--- config.mk ---
export PLATFORM = sky130hd
export DESIGN_NAME = debouncer
export DESIGN_NICKNAME = d
export VERILOG_FILES = /design/src/rtl/debounce_pkg.sv /design/src/rtl/sync_2ff.sv /design/src/rtl/debouncer.sv
export SDC_FILE = /design/constraint.sdc
export NUM_CORES = 1
export LEC_CHECK = 0
export BUFFER_PORTS_ARGS = -buffer_cell sky130_fd_sc_hd__buf_2
export CORE_MARGIN = 1
export CORE_UTILIZATION = 55
export CTS_BUF_LIST = sky130_fd_sc_hd__clkbuf_16
export CTS_CLUSTER_DIAMETER = 50
export DETAILED_ROUTE_END_ITERATION = 8
export HOLD_SLACK_MARGIN = 0.15
export PLACE_DENSITY = 0.82
export REMOVE_ABC_BUFFERS = 1
export SYNTH_ARGS = -nofsm -noshare
export SYNTH_HDL_FRONTEND = slang
export SYNTH_SLANG_ARGS = --single-unit
--- constraint.sdc ---
create_clock -name clk -period 4.91 [get_ports clk]
set_clock_uncertainty 0.2 [all_clocks]
set_input_delay 0.982 -clock clk [delete_from_list [all_inputs] [get_ports clk]]
set_output_delay 0.982 -clock clk [all_outputs]
set_load 0.005 [all_outputs]
--- src/rtl/debounce_pkg.sv ---
// Shared definitions for the debouncer: state encoding and a wait-state helper.
package debounce_pkg;

  typedef enum logic [1:0] {
    IDLE_LO = 2'd0,
    WAIT_HI = 2'd1,
    IDLE_HI = 2'd2,
    WAIT_LO = 2'd3
  } state_t;

  // A candidate level change is being qualified only in the two wait states.
  function automatic logic is_wait(input state_t s);
    return (s == WAIT_HI) || (s == WAIT_LO);
  endfunction

endpackage

--- src/rtl/sync_2ff.sv ---
// Two-flop synchronizer bringing an asynchronous input into the clk domain.
module sync_2ff (
  input  logic clk,
  input  logic reset,
  input  logic d,
  output logic q
);

  logic meta;

  always_ff @(posedge clk) begin
    if (reset) begin
      meta <= 1'b0;
      q    <= 1'b0;
    end else begin
      meta <= d;
      q    <= meta;
    end
  end

endmodule

--- src/rtl/debouncer.sv ---
// Counter-based switch debouncer; define DEBOUNCER_SYNC_EN to insert a 2-flop
// synchronizer on noisy_in (adds two clocks of latency).
module debouncer
  import debounce_pkg::*;
#(
  parameter int STABLE_CYCLES = 1000000,
  parameter int CNT_W         = $clog2(STABLE_CYCLES)
) (
  input  logic             clk,
  input  logic             reset,
  input  logic             noisy_in,
  output logic             db_level,
  output logic             busy,
  output state_t           dbg_state,
  output logic [CNT_W-1:0] dbg_cnt
);

  localparam logic [CNT_W-1:0] CNT_MAX = CNT_W'(STABLE_CYCLES - 1);
  localparam logic [CNT_W-1:0] CNT_ONE = CNT_W'(1);

  logic             s_in;
  state_t           state, state_n;
  logic [CNT_W-1:0] cnt, cnt_n;
  logic             level_n;

`ifdef DEBOUNCER_SYNC_EN
  sync_2ff u_sync (
    .clk   (clk),
    .reset (reset),
    .d     (noisy_in),
    .q     (s_in)
  );
`else
  assign s_in = noisy_in;
`endif

  // cnt holds the number of consecutive samples seen at the candidate level.
  always_comb begin
    state_n = state;
    cnt_n   = cnt;
    level_n = db_level;
    case (state)
      IDLE_LO: begin
        if (s_in) begin
          state_n = WAIT_HI;
          cnt_n   = CNT_ONE;
        end else begin
          cnt_n = '0;
        end
      end
      WAIT_HI: begin
        if (!s_in) begin
          state_n = IDLE_LO;
          cnt_n   = '0;
        end else if (cnt == CNT_MAX) begin
          state_n = IDLE_HI;
          level_n = 1'b1;
          cnt_n   = '0;
        end else begin
          cnt_n = cnt + CNT_ONE;
        end
      end
      IDLE_HI: begin
        if (!s_in) begin
          state_n = WAIT_LO;
          cnt_n   = CNT_ONE;
        end else begin
          cnt_n = '0;
        end
      end
      WAIT_LO: begin
        if (s_in) begin
          state_n = IDLE_HI;
          cnt_n   = '0;
        end else if (cnt == CNT_MAX) begin
          state_n = IDLE_LO;
          level_n = 1'b0;
          cnt_n   = '0;
        end else begin
          cnt_n = cnt + CNT_ONE;
        end
      end
      default: begin
        state_n = IDLE_LO;
        cnt_n   = '0;
        level_n = 1'b0;
      end
    endcase
  end

  always_ff @(posedge clk) begin
    if (reset) begin
      state    <= IDLE_LO;
      cnt      <= '0;
      db_level <= 1'b0;
      busy     <= 1'b0;
    end else begin
      state    <= state_n;
      cnt      <= cnt_n;
      db_level <= level_n;
      busy     <= is_wait(state_n);
    end
  end

  assign dbg_state = state;
  assign dbg_cnt   = cnt;

endmodule
After elaboration in Yosys (flattened, before gate mapping)
Index checks and enable logic that the tools add are counted.
{ "totals": {"register_bits": 24} }
{ "op_classes": {"n_addsub": 1, "eq_ne": 10, "n_mux": 18, "n_reduce_logical": 4} }
{ "op_table": {"columns": ["operator", "n"], "rows": [
  ["one-hot mux 20 bit (4 select lines)", 1],
  ["two-way mux 20 bit", 3],
  ["adder 20 x 1 -> 20 bit (second input constant)", 1],
  ["== test 20 bit (second input constant)", 1],
  ["two-way mux 2 bit", 6],
  ["!= test 2 bit (second input constant)", 4],
  ["one-hot mux 2 bit (4 select lines)", 1],
  ["== test 2 bit (second input constant)", 3],
  ["two-way mux 1 bit", 6],
  ["AND reduction 5 bit", 1],
  ["== test 2 x 1 -> 1 bit (second input constant)", 2],
  ["zero test 2 bit", 1],
  ["one-hot mux 1 bit (2 select lines)", 1],
  ["nonzero test 2 bit", 1],
  ["logical OR 1 bit", 1]
]} }

Logic depth before layout (Yosys ltp)
Gate-level depths: netlist of run 1.
{ "logic_depth": {"ltp_word": 6, "ltp_mapped": 6, "mapped_depth_nobuf": 5} }

Worst setup path before layout of run 1
Ideal clock, no wire load.
{ "synth_path": {"kind": "input to register", "from": "input noisy_in", "to": "register cnt[14], in the netlist dbg_cnt[14]", "setup_ns": 0.064, "t_arrival_ns": 1.749, "required_time_ns": 4.646, "slack_ns": 2.897, "cell_stages": 5, "path_cell_list": "xnor2_1 > nor2_1 > o211ai_4 > buf_2 > nor2_1"} }
{ "synth_between": {"elab_chain_cells": 2, "elab_cells_between_ends": 3, "classes_between": "mux: 3"} }
{ "synth_rtl": {"columns": ["element", "line", "text"], "rows": [
  ["start: declaration", "debouncer.sv:11", "input logic noisy_in,"],
  ["two-way mux 20 bit (on tied branches)", "debouncer.sv:72, debouncer.sv:52", null],
  ["one-hot mux 20 bit (4 select lines) (*)", "debouncer.sv:42", "case (state)"],
  ["end signal: assignment", "debouncer.sv:99", "cnt <= cnt_n;"],
  ["end: declaration", "debouncer.sv:23", "logic [CNT_W-1:0] cnt, cnt_n;"]
]} }
Every way passes the cells marked *; elsewhere a longest branch is shown, timed or not.
A chain may end at the register's enable or synchronous reset.

Final worst setup path of run 1
{ "layout_path": {"from": "register cnt[0], in the netlist dbg_cnt[0]", "to": "register cnt[4], in the netlist dbg_cnt[4]"} }
{ "layout_between": {"elab_chain_cells": 4, "elab_cells_between_ends": 6, "classes_between": "add/sub: 1; eq/ne: 1; mux: 4"} }
{ "layout_rtl": {"columns": ["element", "line"], "rows": [
  ["adder 20 x 1 -> 20 bit / == test 20 bit (equally long branches)", null],
  ["two-way mux 20 bit (*)", "debouncer.sv:55, debouncer.sv:75"],
  ["two-way mux 20 bit (on tied branches)", "debouncer.sv:72, debouncer.sv:52"],
  ["one-hot mux 20 bit (4 select lines) (*)", "debouncer.sv:42"]
]} }
Marked as above.

==> qor.csv, run 1 <==
stage;metric;value;unit
outcome;outcome;complete, no violations;
floorplan;dieWidth;47.2;µm
placed_design;numPortBuffers;26;
clock_tree;cts_buffer_depth;2;
layout;final_nets;158;
pwr;netSwitchingFraction;17.0;%
yosys;ys_ff_latch;24;
detailed_routing;finalWirelength;2.28;mm
pwr;intPower;0.363;mW
pwr;ir_worst_vdd;229;µV
yosys;yosys-top-cells-count;24 x dfxtp_1, 15 x nor2_1, 10 x nand3_1, 7 x xnor2_1, 7 x xor2_1;
layout;nFillCells;142;
yosys;yosysMostFrequentCell;dfxtp_1;
yosys;syn-cell-area;1120;µm²
grt;antenna_found_initial;0;
clock_tree;clkTransAtPathRegs;0.06;ns
setup_path;arrival;2.09;ns
setup_path;max_stage_delay;0.53;ns
setup_path;cp-start-kind;flip-flop;
timing;tns;0;ns
timing;setup_violations;0;
placed_design;hpwl;1.63;mm
floorplan;fp.dieH;47.2;µm
clock_tree;cts_tree;yes;
layout;fin_util;75.5;%
clock_tree;cts_setup_buffers;0;
min_path;hp-class;flip-flop to flip-flop;
job;cap_viol_max_count;0;
layout;fin_area;1370;µm²
clock_tree;cts-resized-gates;0;
setup_path;cp_max_fo;19;
yosys;synth_top_area_cell;dfxtp_1;
pwr;leakagePower;0.527;nW
setup_path;required;4.84;ns
layout;areaGrowthSynthToFinish;22.4;%
floorplan;die_area;2230;µm²
grt;grt_max_degree;20;
grt;grt_pass1_wl;3.73;mm
timing;final_max_slew_viol_count;0;
layout;final-seq-area;480;µm²
clock_tree;root_buffer;clkbuf_16;
placed_design;dpl_cell_area;1270;µm²
detailed_routing;vias;1007;
clock_tree;cts_num_sinks;24;
setup_path;r2r-start;dbg_cnt[0];
yosys;synth_cell_type_count;33;
setup_path;crit_chain;ha_1, and2_1, nand4_2, o211ai_4, nor2_1;
yosys;synth_top_area_share;42.8;%
yosys;synth_cells;126;
floorplan;core;1820;µm²
yosys;syn_area_per_cell;8.91;µm²
layout;n_antenna_cell;0;
clock_tree;clk_latency;0.26;ns
yosys;synth_seq_area_share;42.8;%
clock_tree;ctsHoldBuffers;0;
timing;max_slew.worst_pin.slew;0.529;ns
pwr;pwr-share-clk;52.4;%
floorplan;start_util;61.6;%
layout;multiInputGateArea;604;µm²
setup_path;slowest_stage;o211ai_4;
min_path;worstHoldStart;dbg_cnt[18];
grt;track_usage;24.1;%
detailed_routing;routed_via_density;5.66;
grt;grt.overflow.total;0;
pwr;p_switching;0.0744;mW
timing;rsz0062_at_grt;no;
clock_tree;numCtsBuffers;3;
clock_tree;htreeDepth;1;
detailed_routing;post_drt_wl_per_cell;12.8;µm
yosys;async_flop_share;0;%
grt;grt_pass1_vias;845;
timing;fmax;0.463;GHz
floorplan;std_cell_rows;15;
detailed_routing;drc;0;
detailed_routing;drt_iter0_drc;22;
detailed_routing;drt-pass1-iter-count;4;
setup_path;end_kind;flip-flop;
timing;finalHoldViolCount;0;
pwr;p_comb_share;2.1;%
placed_design;gp_congestion;0.818;
yosys;yosys_warnings;0;
setup_path;cp-startpoint;dbg_cnt[0];
detailed_routing;ant_nets;0;
yosys;synth-edff-count;0;
pwr;pwr-share-seq;45.5;%
timing;max_slew_margin;64.6;%
timing;finalCriticalPeriod;2.16;ns
floorplan;io-pin-count;27;
setup_path;worst-setup-path-type;flip-flop to flip-flop;
layout;drive_above_1_share;24.2;%
pwr;power_density;319;nW/µm²
yosys;synth_area_leaders;dfxtp_1 43%, xnor2_1 5.5%, xor2_1 5.5%, nor2_1 5.0%, nand3_1 4.5%;
timing;min_period_over_period;44.0;%
yosys;ys.flop_type;dfxtp_1;
-- metal layers --
metal / share of wire, % / wire (µm) / GRT usage [%]
met2: 48 / 1100 / 39.2
met5: 0 / 0 / 0
met3: 4.4 / 99 / 3.46
met4: 0.92 / 21 / 10.3
met1: 46 / 1050 / 31.8
-- through the flow --
stage	std cells	hold WS (ns)	worst slack, ns	total power [mW]
finish	178	0.298	2.75	0.438
global route	178	0.317	2.57	0.450
global placement	174	0.271	2.76	0.212
floorplan	123	0.277	2.95	0.208
detailed placement	174	0.291	2.71	0.213
CTS	178	0.302	2.73	0.441
-- cells in the final DEF (no fill, tap or decap), types with 2 or more instances in the layout --
master,synthesis,routed
xor2_1,7,7
nand2_1,3,3
inv_1,6,6
o31ai_1,2,2
o21ai_0,4,4
nand4_1,6,6
or3_1,5,5
a21oi_1,4,4
xnor2_1,7,7
nor4_1,4,4
o21a_1,3,3
clkbuf_16,0,3
or4_1,2,2
and3_1,4,4
nor3_1,2,2
buf_2,3,26
nor2_1,15,15
dfxtp_1,24,24
nand3_1,10,10
-- power by group through the flow --
stage	logic [mW]	registers (mW)	clock network, mW
finish	0.00929	0.199	0.229
global route	0.0107	0.199	0.240
CTS	0.00941	0.199	0.232
detailed placement	0.00932	0.203	0
global placement	0.00912	0.203	0
floorplan	0.00487	0.203	0
-- worst paths after layout --
| check | endpoint | slack, ns | cells past startpoint |
|---|---|---|---|
| max reg2reg | dbg_cnt[4] | 2.75 | 5 |
| min reg2reg | dbg_cnt[18] | 0.30 | 2 |
| min | dbg_cnt[18] | 0.30 | 2 |
| max | dbg_cnt[4] | 2.75 | 5 |
-- kinds of logic (layout without fill, tap and decap cells) --
family | count (synthesis) | in the layout | share of synthesized area (%)
and+or+nand+nor | 59 | 59 | 29.7
adders and majority gates | 1 | 1 | 1.11
buffers and inverters | 9 | 36 | 3.34
AOI/OAI and AO/OA | 19 | 19 | 12.2
DFF | 24 | 24 | 42.8
xor gates and xnor gates | 14 | 14 | 10.9
-- state kept, by name, indices dropped and copies added (netlist names) --
register / flops
db_level: 1
dbg_state: 2
dbg_cnt: 20
busy: 1
-- critical path, delay by kind of cell (launching register included) --
family | cells | cell delay, ns
AO/OA/AOI/OAI | 1 | 0.53
adder cells (fa/ha/maj) | 1 | 0.27
flip-flops | 1 | 0.42
AND/OR/NAND/NOR | 3 | 0.61
-- area by class of cell --
cell class / count / area share, %
multi-input combinational: 93 / 44.0
sequential: 24 / 35.0
timing repair buffer: 26 / 9.47
clock buffer: 3 / 5.46
tap: 25 / 2.28
clock inverter: 1 / 2.19
inverter: 6 / 1.64
(Power assumes the default switching activity.)
==> run 2, diff against run 1 <==
--- a/config.mk
+++ b/config.mk
@@ -7,12 +7,12 @@
 export LEC_CHECK = 0
 export BUFFER_PORTS_ARGS = -buffer_cell sky130_fd_sc_hd__buf_2
 export CORE_MARGIN = 1
-export CORE_UTILIZATION = 55
+export CORE_UTILIZATION = 46
 export CTS_BUF_LIST = sky130_fd_sc_hd__clkbuf_16
 export CTS_CLUSTER_DIAMETER = 50
 export DETAILED_ROUTE_END_ITERATION = 8
 export HOLD_SLACK_MARGIN = 0.15
-export PLACE_DENSITY = 0.82
+export PLACE_DENSITY = 0.73
 export REMOVE_ABC_BUFFERS = 1
 export SYNTH_ARGS = -nofsm -noshare
 export SYNTH_HDL_FRONTEND = slang
==> constraint.sdc (replaced) <==
create_clock -name clk -period 1.9 [get_ports clk]
set_clock_uncertainty 0.2 [all_clocks]
set_input_delay 0.38 -clock clk [delete_from_list [all_inputs] [get_ports clk]]
set_output_delay 0.38 -clock clk [all_outputs]
set_load 0.005 [all_outputs]
==> run 2 against run 1 <==
Compared with the run above: critical endpoint is now dbg_cnt[15]; count of clock-buffer cells in the layout is the same; via count is 16% higher; power up 130%; non-clock buffer count rose by 26; combinational power rose to 3.3 times the previous value; sequential share of layout area down 4.4 points; cell count increased by 16%; global-route usage rose by 0.67 points; largest power group is now sequential cells; highest routed layer unchanged; register-to-register slack got worse by 2.7 ns; critical path type unchanged; sequential power increased to 2.6 times the previous value; clock power up 98%.
==> qor.csv, run 2 (synthesis results as in run 1) <==
stage;metric;value;unit;change
layout;final_nets;184;;+16%
timing;fmax;0.554;GHz;+20%
timing;tns;0;ns;unchanged
pwr;ir_worst_vdd;472;µV;+110%
timing;max_slew_margin;75.9;%;+11 points
setup_path;worst-setup-path-type;flip-flop to flip-flop;;
layout;fin_cells;207;;+16%
floorplan;start_util;49.8;%;-12 points
clock_tree;htreeDepth;1;;unchanged
setup_path;required;1.88;ns;-2.96 ns
floorplan;fp.dieH;51.4;µm;+9.0%
clock_tree;clkTransAtPathRegs;0.06;ns;about the same
detailed_routing;post_drt_wl_per_cell;13.5;µm;+5.6%
placed_design;gp_congestion;0.821;;+0.33%
clock_tree;clk_latency;0.25;ns;about the same
outcome;outcome;complete, no violations;;
setup_path;cp_max_fo;4;;-15
clock_tree;root_buffer;clkbuf_16;;
clock_tree;numCtsBuffers;3;;unchanged
timing;final_max_slew_viol_count;0;;unchanged
layout;layout_commonest_cell;buf_2;;
clock_tree;cts_tree;yes;;
placed_design;hpwl;2.12;mm;+30%
layout;largest_reg_flops;20;;unchanged
placed_design;post-place-ws;0.0321;ns;-2.68 ns
layout;fin_area;1590;µm²;+16%
detailed_routing;finalWirelength;2.79;mm;+23%
grt;grt_pass1_vias;1093;;+29%
grt;grt_max_degree;14;;-30%
floorplan;dieWidth;51.4;µm;+9.0%
timing;min_period_over_period;95.1;%;+51 points
detailed_routing;drt-pass1-iter-count;4;;unchanged
floorplan;io-pin-count;27;;unchanged
clock_tree;cts_num_sinks;24;;unchanged
min_path;hp-class;flip-flop to flip-flop;;
grt;antenna_found_initial;0;;unchanged
detailed_routing;drt_iter0_drc;14;;-36%
placed_design;numPortBuffers;26;;unchanged
pwr;power_density;627;nW/µm²;+97%
clock_tree;cts_setup_buffers;0;;unchanged
floorplan;std_cell_rows;17;;+2
layout;n_antenna_cell;0;;unchanged
layout;final_cell_mix;26 x buf_2, 25 x buf_4, 19 x dfxtp_1, 15 x nor2_1, 9 x nand3_1;;
timing;max_slew.worst_pin.slew;0.359;ns;-0.170 ns
grt;track_usage;24.7;%;+0.67 points
grt;grt_pass1_wl;4.86;mm;+30%
detailed_routing;ant_nets;0;;unchanged
timing;setup_violations;0;;unchanged
floorplan;die_area;2640;µm²;+19%
job;cap_viol_max_count;0;;unchanged
setup_path;arrival;1.79;ns;-0.30 ns
detailed_routing;routed_via_density;5.64;;-0.35%
timing;finalCriticalPeriod;1.81;ns;-0.354 ns
layout;fin_util;70.6;%;-4.9 points
clock_tree;cts_buffer_depth;2;;unchanged
setup_path;cp-start-kind;flip-flop;;
timing;finalHoldViolCount;0;;unchanged
floorplan;core;2250;µm²;+24%
layout;areaGrowthSynthToFinish;41.8;%;
timing;setup_slack;0.0939;ns;-2.66 ns
pwr;leakagePower;0.656;nW;+25%
grt;grt.overflow.total;0;;unchanged
detailed_routing;drc;0;;unchanged
detailed_routing;vias;1167;;+16%
layout;drive_above_1_share;39.7;%;+15 points
setup_path;end_kind;flip-flop;;
placed_design;dpl_cell_area;1460;µm²;+15%
placed_design;dp_cells;202;;+16%
-- run 2: layout make-up --
type / count / area (µm²)
timing repair buffer: 52 / 328
sequential: 24 / 487
clock buffer: 3 / 75.1
inverter: 6 / 22.5
tap: 28 / 35.0
fill: 180 / 663
clock inverter: 1 / 3.75
multi-input combinational: 93 / 641
-- run 2: routing by layer --
layer  wire length [µm]  vias up  part of all wire (%)  GRT usage [%]
met3                106        4                   3.8           6.85
met4                 37        0                   1.3           9.91
met2               1400       28                    50           42.0
met5                  0        -                     0              0
met1               1250      577                    45           29.0
li1                   -      558                     -              -
-- run 2: what timing repair did --
action                                  in CTS  in global routing
hold buffers                                 1                  0
hold endpoints to repair                     1                  0
resized for setup                            0                 12
endpoints found under the setup margin       0                 22
-- run 2: per-stage QoR --
stage                     power (mW)  hold WS, ns
after floorplan                0.538        0.249
after global placement         0.552        0.270
after detailed placement       0.554        0.293
after CTS                       1.00        0.285
after global routing            1.04        0.270
final                          0.999        0.263
-- run 2: power by group --
part           internal (mW)  switching [mW]
clock                  0.281           0.173
combinational         0.0157          0.0150
sequential             0.509         0.00492
-- run 2: final timing paths --
kind,start,to,slack [ns],cells after the start
max,dbg_cnt[8],dbg_cnt[15],0.09,5
min,dbg_cnt[0],dbg_cnt[0],0.26,1
max reg2reg,dbg_cnt[8],dbg_cnt[15],0.09,5
min reg2reg,dbg_cnt[0],dbg_cnt[0],0.26,1
-- run 2: critical path, stage by stage (launching register included) --
cell and delay [ns]:
dfxtp_1 0.38, nand3_1 0.14, or3_4 0.37, buf_4 0.16, or3_1 0.34, a21oi_1 0.15
==> run 3, diff against run 2 <==
--- a/config.mk
+++ b/config.mk
@@ -5,14 +5,15 @@
 export SDC_FILE = /design/constraint.sdc
 export NUM_CORES = 1
 export LEC_CHECK = 0
+export ABC_AREA = 1
 export BUFFER_PORTS_ARGS = -buffer_cell sky130_fd_sc_hd__buf_2
 export CORE_MARGIN = 1
-export CORE_UTILIZATION = 46
+export CORE_UTILIZATION = 48
 export CTS_BUF_LIST = sky130_fd_sc_hd__clkbuf_16
 export CTS_CLUSTER_DIAMETER = 50
 export DETAILED_ROUTE_END_ITERATION = 8
 export HOLD_SLACK_MARGIN = 0.15
-export PLACE_DENSITY = 0.73
+export PLACE_DENSITY = 0.74
 export REMOVE_ABC_BUFFERS = 1
 export SYNTH_ARGS = -nofsm -noshare
 export SYNTH_HDL_FRONTEND = slang
==> run 3 against run 2 <==
Compared with the run above: non-clock buffer count decreased by 23; count of clock-buffer cells in the layout unchanged; die area grew 8.2%; power is 13% higher; hold slack lost 0.081 ns; register-to-register slack gained 0.06 ns; cell count up 19%; core utilization fell by 8.4 points; final area decreased by 2.3%; via count up 3.0%; sequential power decreased by 1%; largest power group is now the clock network; sequential share of layout area rose by 0.31 points; largest cell class unchanged.
==> qor.csv, run 3 <==
stage;metric;value;unit;change
clock_tree;numCtsBuffers;3;;unchanged
layout;multiInputGateArea;682;µm²;+6.4%
min_path;hp-class;input pin to flip-flop;;
clock_tree;clkTransAtPathRegs;0.06;ns;about the same
layout;fin_util;62.2;%;-8.4 points
clock_tree;cts_num_sinks;24;;unchanged
yosys;async_flop_share;0;%;unchanged
timing;finalHoldViolCount;0;;unchanged
yosys;syn-cell-area;1270;µm²;+13%
timing;tns;0;ns;unchanged
timing;fmax;0.572;GHz;+3.3%
clock_tree;clk_latency;0.26;ns;about the same
floorplan;fp.dieH;53.5;µm;+4.0%
detailed_routing;drc;0;;unchanged
grt;grt_pass1_vias;1004;;-8.1%
floorplan;start_util;50.9;%;+1.1 points
grt;antenna_found_initial;0;;unchanged
yosys;synth_seq_area_share;37.8;%;-5.0 points
layout;areaGrowthSynthToFinish;22.3;%;
clock_tree;root_buffer;clkbuf_16;;
timing;max_slew.worst_pin.slew;0.253;ns;-0.106 ns
layout;final-seq-area;480;µm²;-1.3%
yosys;synth_top_area_share;37.8;%;-5.0 points
placed_design;gp_congestion;0.846;;+3.1%
placed_design;hpwl;2.06;mm;-2.9%
yosys;syn_area_per_cell;6.87;µm²;-23%
layout;nFillCells;247;;+37%
detailed_routing;drt-pass1-iter-count;4;;unchanged
yosys;synth-edff-count;0;;unchanged
setup_path;cp_max_fo;8;;+4
yosys;synth_cell_type_count;22;;-33%
placed_design;dpl_cell_area;1450;µm²;-0.69%
layout;layout_commonest_cell;nor2_1;;
timing;final_max_slew_viol_count;0;;unchanged
outcome;outcome;complete, no violations;;
detailed_routing;ant_nets;0;;unchanged
yosys;synth_cells;185;;+47%
timing;min_period_over_period;92.0;%;-3.1 points
layout;final_cell_mix;43 x nor2_1, 38 x nand2_1, 26 x buf_2, 24 x dfxtp_1, 22 x inv_1;;
yosys;yosys_warnings;0;;unchanged
setup_path;end_kind;flip-flop;;
layout;drive_above_1_share;26.3;%;-13 points
timing;rsz0062_at_grt;no;;
detailed_routing;post_drt_wl_per_cell;11.0;µm;-19%
placed_design;numPortBuffers;26;;unchanged
layout;final_nets;222;;+21%
pwr;ir_worst_vdd;483;µV;+2.5%
setup_path;arrival;1.70;ns;-0.09 ns
grt;grt_pass1_wl;4.29;mm;-12%
clock_tree;ctsHoldBuffers;0;;-1
clock_tree;cts_tree;yes;;
clock_tree;htreeDepth;1;;unchanged
timing;finalCriticalPeriod;1.75;ns;-0.0582 ns
timing;hold_slack;0.182;ns;-0.0805 ns
yosys;synth_area_leaders;dfxtp_1 38%, nor2_1 13%, nand2_1 11%, inv_1 6.5%, nor2_4 4.4%;;
setup_path;cp-start-kind;flip-flop;;
layout;largest_reg_flops;20;;unchanged
floorplan;std_cell_rows;18;;+1
setup_path;worst-setup-path-type;flip-flop to flip-flop;;
timing;setup_violations;0;;unchanged
clock_tree;cts_setup_buffers;0;;unchanged
floorplan;dieWidth;53.5;µm;+4.0%
grt;track_usage;21.1;%;-3.6 points
yosys;yosys-top-cells-count;43 x nor2_1, 38 x nand2_1, 24 x dfxtp_1, 22 x inv_1, 9 x nor3_1;;
floorplan;core;2500;µm²;+11%
yosys;ys_ff_latch;24;;unchanged
layout;n_antenna_cell;0;;unchanged
clock_tree;cts_buffer_depth;2;;unchanged
timing;max_slew_margin;83.1;%;+7.2 points
floorplan;die_area;2860;µm²;+8.2%
yosys;synth_top_area_cell;dfxtp_1;;
job;cap_viol_max_count;0;;unchanged
grt;grt_max_degree;15;;+1
detailed_routing;drt_iter0_drc;34;;+20
clock_tree;cts-resized-gates;0;;unchanged
detailed_routing;routed_via_density;4.87;;-14%
yosys;yosysMostFrequentCell;nor2_1;;
setup_path;required;1.85;ns;-0.03 ns
pwr;leakagePower;0.705;nW;+7.5%
floorplan;io-pin-count;27;;unchanged
layout;fin_area;1560;µm²;-2.3%
pwr;power_density;728;nW/µm²;+16%
yosys;ys.flop_type;dfxtp_1;;
detailed_routing;vias;1202;;+3.0%
grt;grt.overflow.total;0;;unchanged
detailed_routing;finalWirelength;2.71;mm;-3.0%
==> run 3: cell count changes after synthesis, sizes merged, moves of 5 or more <==
cell | previous run | this run
or3 | 5 | 0
inv | 6 | 26
nor2 | 15 | 52
xor2 | 7 | 2
xnor2 | 7 | 0
nand2 | 4 | 44
nor3 | 2 | 9
==> run 3: through the flow <==
step | setup WS (ns) | power [mW] | std cells
CTS | 0.154 | 1.14 | 247
detailed placement | 0.148 | 0.545 | 243
global placement | 0.243 | 0.544 | 243
global route | 0.0141 | 1.16 | 247
finish | 0.152 | 1.13 | 247
floorplan | 0.237 | 0.533 | 184
==> run 3: area by class of cell <==
type                            count  area share (%)
Clock inverter                      1            1.93
Inverter                           26            6.28
Clock buffer                        3            4.83
Timing Repair Buffer               29            9.81
Tap cell                           30            2.41
Sequential cell                    24            30.9
Multi-Input combinational cell    134            43.8
==> run 3: cell families (layout without fill, tap and decap cells) <==
kind of cell | count (synthesis) | count (layout) | share of synthesized area [%]
adder cells (fa/ha/maj) | 1 | 1 | 0.984
flip-flops | 24 | 24 | 37.8
AO/OA/AOI/OAI | 10 | 10 | 3.94
AND/OR/NAND/NOR | 121 | 121 | 47.3
buffers and inverters | 27 | 59 | 8.56
XOR/XNOR | 2 | 2 | 1.38
==> run 3: worst max-delay path, cell delays in order, from the launching register on <==
cell	delay, ns
dfxtp_1	0.39
ha_1	0.21
nand3_1	0.12
nor2_1	0.16
nand3_1	0.11
nand2_2	0.20
inv_2	0.11
o21ai_0	0.09
nor2_1	0.05
==> run 3: final timing paths <==
path / to / start / slack [ns] / cells past startpoint
worst max-delay path: dbg_cnt[4] / dbg_cnt[1] / 0.15 / 8
worst min-delay path: db_level / reset / 0.18 / 4
worst max register to register: dbg_cnt[4] / dbg_cnt[1] / 0.15 / 8
worst min register to register: db_level / db_level / 0.27 / 2
==> run 3: report_power, final <==
group | internal [mW] | switching [mW]
logic | 0.00985 | 0.0146
registers | 0.507 | 0.00233
clock network | 0.419 | 0.181
==> run 3: metal layers <==
metal	routed length (µm)	GRT usage (%)	part of all wire, %	vias to the layer above
li1	-	-	-	634
met5	0	0	0	-
met3	115	4.02	4.2	7
met2	1230	32.1	45	30
met4	51	10.1	1.9	0
met1	1320	28.2	49	531
